File: src/rtl/pcs_reset_seq_pkg.sv
// pcs_reset_seq_pkg: state encoding and sizing helpers for the PCS reset sequencer
package pcs_reset_seq_pkg;

    localparam int STATE_W = 3;

    typedef enum logic [STATE_W-1:0] {
        HOLD,
        TX_SETTLE,
        WAIT_LOCK,
        RUN,
        RETRY
    } state_t;

    function automatic int max3(input int a, input int b, input int c);
        int m;
        m = (a > b) ? a : b;
        return (m > c) ? m : c;
    endfunction

endpackage

File: src/rtl/pcs_reset_seq.sv
// pcs_reset_seq: staged TX/RX PCS reset release with block-lock wait, timeout and retry
module pcs_reset_seq
    import pcs_reset_seq_pkg::*;
#(
    parameter int HOLD_CYC      = 16,
    parameter int TX_SETTLE_CYC = 8,
    parameter int LOCK_TIMEOUT  = 1024,
    parameter int RETRY_W       = 8
) (
    input  logic               clk,
    input  logic               fpga_reset_i,
    input  logic               trig_i,
    input  logic               block_lock_i,
    output logic               tx_reset_o,
    output logic               rx_reset_o,
    output logic               ready_o,
    output logic               timeout_o,
    output logic [RETRY_W-1:0] retry_cnt_o
);

    localparam int CNT_W = $clog2(max3(HOLD_CYC, TX_SETTLE_CYC, LOCK_TIMEOUT) + 1);
    localparam logic [CNT_W-1:0] HOLD_LAST   = CNT_W'(HOLD_CYC - 1);
    localparam logic [CNT_W-1:0] SETTLE_LAST = CNT_W'(TX_SETTLE_CYC - 1);
    localparam logic [CNT_W-1:0] TMO_LAST    = CNT_W'(LOCK_TIMEOUT - 1);

    if (HOLD_CYC < 1 || TX_SETTLE_CYC < 1 || LOCK_TIMEOUT < 1 || RETRY_W < 1) begin : g_param_check
        $error("pcs_reset_seq: cycle parameters and RETRY_W must be >= 1");
    end

    state_t             state;
    logic [CNT_W-1:0]   cnt;
    logic [RETRY_W-1:0] retry_cnt;
    logic               timeout_q;

    // sequencer: reset beats trigger, trigger beats normal progress; cnt restarts on every state change
    always_ff @(posedge clk) begin
        if (fpga_reset_i) begin
            state     <= HOLD;
            cnt       <= '0;
            retry_cnt <= '0;
            timeout_q <= 1'b0;
        end else if (trig_i) begin
            state     <= HOLD;
            cnt       <= '0;
            timeout_q <= 1'b0;
        end else begin
            timeout_q <= 1'b0;
            cnt       <= cnt + CNT_W'(1);
            case (state)
                HOLD: begin
                    if (cnt == HOLD_LAST) begin
                        state <= TX_SETTLE;
                        cnt   <= '0;
                    end
                end
                TX_SETTLE: begin
                    if (cnt == SETTLE_LAST) begin
                        state <= WAIT_LOCK;
                        cnt   <= '0;
                    end
                end
                WAIT_LOCK: begin
                    if (block_lock_i) begin
                        state <= RUN;
                        cnt   <= '0;
                    end else if (cnt == TMO_LAST) begin
                        state     <= RETRY;
                        cnt       <= '0;
                        timeout_q <= 1'b1;
                        retry_cnt <= (&retry_cnt) ? retry_cnt : retry_cnt + RETRY_W'(1);
                    end
                end
                RETRY: begin
                    if (cnt == HOLD_LAST) begin
                        state <= WAIT_LOCK;
                        cnt   <= '0;
                    end
                end
                RUN: begin
                    if (!block_lock_i) begin
                        state <= WAIT_LOCK;
                        cnt   <= '0;
                    end
                end
                default: begin
                    state <= HOLD;
                    cnt   <= '0;
                end
            endcase
        end
    end

    assign tx_reset_o  = (state == HOLD);
    assign rx_reset_o  = (state == HOLD) || (state == TX_SETTLE) || (state == RETRY);
    assign ready_o     = (state == RUN);
    assign timeout_o   = timeout_q;
    assign retry_cnt_o = retry_cnt;

endmodule

File: config.mk
export PLATFORM = sky130hd
export DESIGN_NAME = pcs_reset_seq
export DESIGN_NICKNAME = d
export VERILOG_FILES = /design/src/rtl/pcs_reset_seq_pkg.sv /design/src/rtl/pcs_reset_seq.sv
export SDC_FILE = /design/constraint.sdc
export NUM_CORES = 1
export LEC_CHECK = 0
export ABC_AREA = 0
export BUFFER_PORTS_ARGS = -buffer_cell sky130_fd_sc_hd__buf_2
export CAP_MARGIN = 5
export CORE_ASPECT_RATIO = 0.75
export CORE_UTILIZATION = 43
export CTS_CLUSTER_SIZE = 24
export DETAILED_ROUTE_END_ITERATION = 16
export HOLD_SLACK_MARGIN = 0.12
export SYNTH_ARGS = -nofsm -noshare
export SYNTH_HDL_FRONTEND = slang
export SYNTH_SLANG_ARGS = --single-unit
File: constraint.sdc
create_clock -name clk -period 2 [get_ports clk]
set_input_delay 0.4 -clock clk [delete_from_list [all_inputs] [get_ports clk]]
set_output_delay 0.4 -clock clk [all_outputs]
set_load 0.01 [all_outputs]
==> impl_metrics.toml <==
[run_status]
status = "complete, no violations"

[logic_synthesis]
synthDistinctLibCells = 44
syn_inst = 147
synth.largest_area_cell = "dfxtp_1"
async_reset_ff_frac = 0
synth.most_common_cell = "dfxtp_1"
seq_area_frac_synth = 0.3633
yosys.area.top_type_share = 0.3633
yosysWarnings = 0
synth_commonest_cells = "dfxtp_1, nor3_1, nand2_1, nor2_1, a21oi_1"
ys_seq_elements = 23
synth.area.top_cells = "dfxtp_1, nor3_1, nor2b_1"
ys.flop_type = "dfxtp_1"
syn_area_um2 = 1267
synth_edf_count = 0
synth_area_per_cell_um2 = 8.622
syn_nets = 153

[floorplanning]
rows = 16
die_h_um = 49.02
start_util = 0.4690
dieWidth_um = 64.69
io_pins = 16
dieArea_um2 = 3171
core_area_um2 = 2703

[placed_design]
dpl_cell_area_um2 = 1426
io_buffer_count = 15
place.gp.congestion = 0.8208
hpwl_mm = 2.021

[timing]
clock-skew-final_ns = 0.008430
period_needed_ns = 1.879
setup_viol = 0
tightest_slew_ns = 0.6913
fmax_ghz = 0.5321
fin_crit_sh = 0.9397
rsz0062_at_grt = "no"
slew_headroom = 0.5382
holdWs_ns = 0.4534
slew_viol_final = 0
hold_viol = 0

[critical_path]
rrSetupSlack_ns = 0.12
crit_chain = "ha_1 > and4_1 > nand4_2 > nor4_1 > mux2_2"
cp-endpoint = "retry_cnt_o[7]"
criticalPathCategory = "reg2reg"
cp-startpoint = "cnt[0]"
r2r_cells = 5
required_ns = 2.17
r2r-start = "cnt[0]"
cp-end-kind = "register"
slowest_stage = "nor4_1"
critPathLaunchType = "register"
crit_fanout = 9
arrival_ns = 2.05
max_stage_delay_ns = 0.40
rr_endpoint = "retry_cnt_o[7]"

[route]
viasPerCell = 5.631
ant_nets = 0
firstDrtPassIters = 4
vias = 1143
drt-total-wl_mm = 2.712
detail_route.wl_per_cell_um = 13.36
drc = 0
drt_iter0_markers = 71

[clock_tree]
clk_transition_reported_paths_ns = 0.09
ctsHoldBuffers = 0
cts_root_buf = "clkbuf_8"
clockBufferDepth = 2
numCtsBuffers = 3
clk_latency_ns = 0.27
cts_tree = "done"
htree_levels = 1
clock-sinks = 23

[pwr]
p_int_mw = 0.6068
p_seq_frac = 0.590
vdd_drop_max_mv = 0.3280
p_per_area_nw_per_um2 = 525.4
switching_share = 0.2224
p_clk_frac = 0.378
p_leak_nw = 0.5384
power.share.combinational = 0.032
p_sw_mw = 0.1736

[global_route]
globalRouteOverflowTotal = 0
grt_use_total = 0.1960
grt_max_degree = 14
grt_antenna_before_repair = 0
grt_pass1_vias = 1094
grt_pass1_wl_mm = 4.864

[hold_path]
min-delay-path-class = "in2reg"
holdPathStages = 2

[finish]
fin_area_um2 = 1485
area_growth_pct = 17.18
n_antenna_cell = 0
drive_gt1_frac = 0.2455
fillCellCount = 249
fin_nets = 174

[flow_run]
maxCapViolations = 0
critical path: cells and delay by family (launching register included):
kind,cells,cell delay (ns)
adder cells (fa/ha/maj),1,0.16
AND/OR/NAND/NOR,3,0.89
flip-flops,1,0.36
multiplexers,1,0.37
sequential cells by signal, indices dropped and copies added (netlist names):
name	flops
timeout_o	1
cnt	11
state	3
retry_cnt_o	8
cell families after synthesis:
kind of cell               count (synthesis)  share of synthesized area
and+or+nand+nor                           74                     0.3593
AOI/OAI and AO/OA                         25                     0.1254
DFF                                       23                     0.3633
buffers and inverters                     10                    0.03456
xor gates and xnor gates                   8                    0.05528
muxes                                      5                    0.04245
adders and majority gates                  2                    0.01974
what timing repair did:
item / 4_1_cts / 5_1_grt
setup buffers: 0 / 0
setup endpoints to repair: 2 / 0
gates resized for setup: 2 / 0
worst min-delay path by stage:
stage | start | endpoint
floorplan | cnt[0] | cnt[0]
global placement | cnt[0] | cnt[0]
detailed placement | cnt[0] | cnt[0]
CTS | fpga_reset_i | retry_cnt_o[5]
global route | fpga_reset_i | retry_cnt_o[4]
finish | fpga_reset_i | retry_cnt_o[4]
final cells by class:
class | count | area, um2 | share of cell area
Multi-Input combinational cell | 114 | 775.7 | 0.5223
Sequential cell | 23 | 460.4 | 0.3100
Timing Repair Buffer | 26 | 157.7 | 0.1062
Tap cell | 36 | 45.04 | 0.03033
Clock buffer | 3 | 41.29 | 0.02780
Clock inverter | 1 | 5.005 | 0.003370
routing by layer:
metal  GRT usage  up-vias  part of all wire
met5           0        -                 0
met4     0.03333        0            0.0037
met3     0.04206        2             0.039
met2      0.3018       17              0.42
met1      0.2830      540              0.54
li1            -      584                 -
power by group through the flow:
stage | clock [mW] | sequential [mW] | combinational, mW
final | 0.295 | 0.461 | 0.0247
after global routing | 0.322 | 0.461 | 0.0289
after CTS | 0.304 | 0.461 | 0.0249
after detailed placement | 0 | 0.472 | 0.0243
after global placement | 0 | 0.471 | 0.0236
after floorplan | 0 | 0.471 | 0.0150
placed cells by master, fill, tap and decap left out, drive strengths merged, types with 5 or more instances in the layout:
cell type,n
o21ai,5
nor2b,7
or4,5
nand2,9
dfxtp,23
nor2,9
buf,26
a21oi,8
nor3,14
metrics by stage:
stage / TNS (ns) / power, mW / util / setup slack, ns / std cells
3_5_place_dp: -0.9746 / 0.4959 / 0.5278 / -0.2764 / 199
5_1_grt: 0 / 0.8121 / 0.5495 / 0.009627 / 203
4_1_cts: 0 / 0.7894 / 0.5495 / 0.1159 / 203
2_1_floorplan: 0 / 0.4863 / - / 0.1374 / 147
3_3_place_gp: -0.01732 / 0.4951 / 0.5278 / -0.01732 / 199
6_report: 0 / 0.7803 / 0.5495 / 0.1207 / 203
Power figures use the tool's default switching activity.
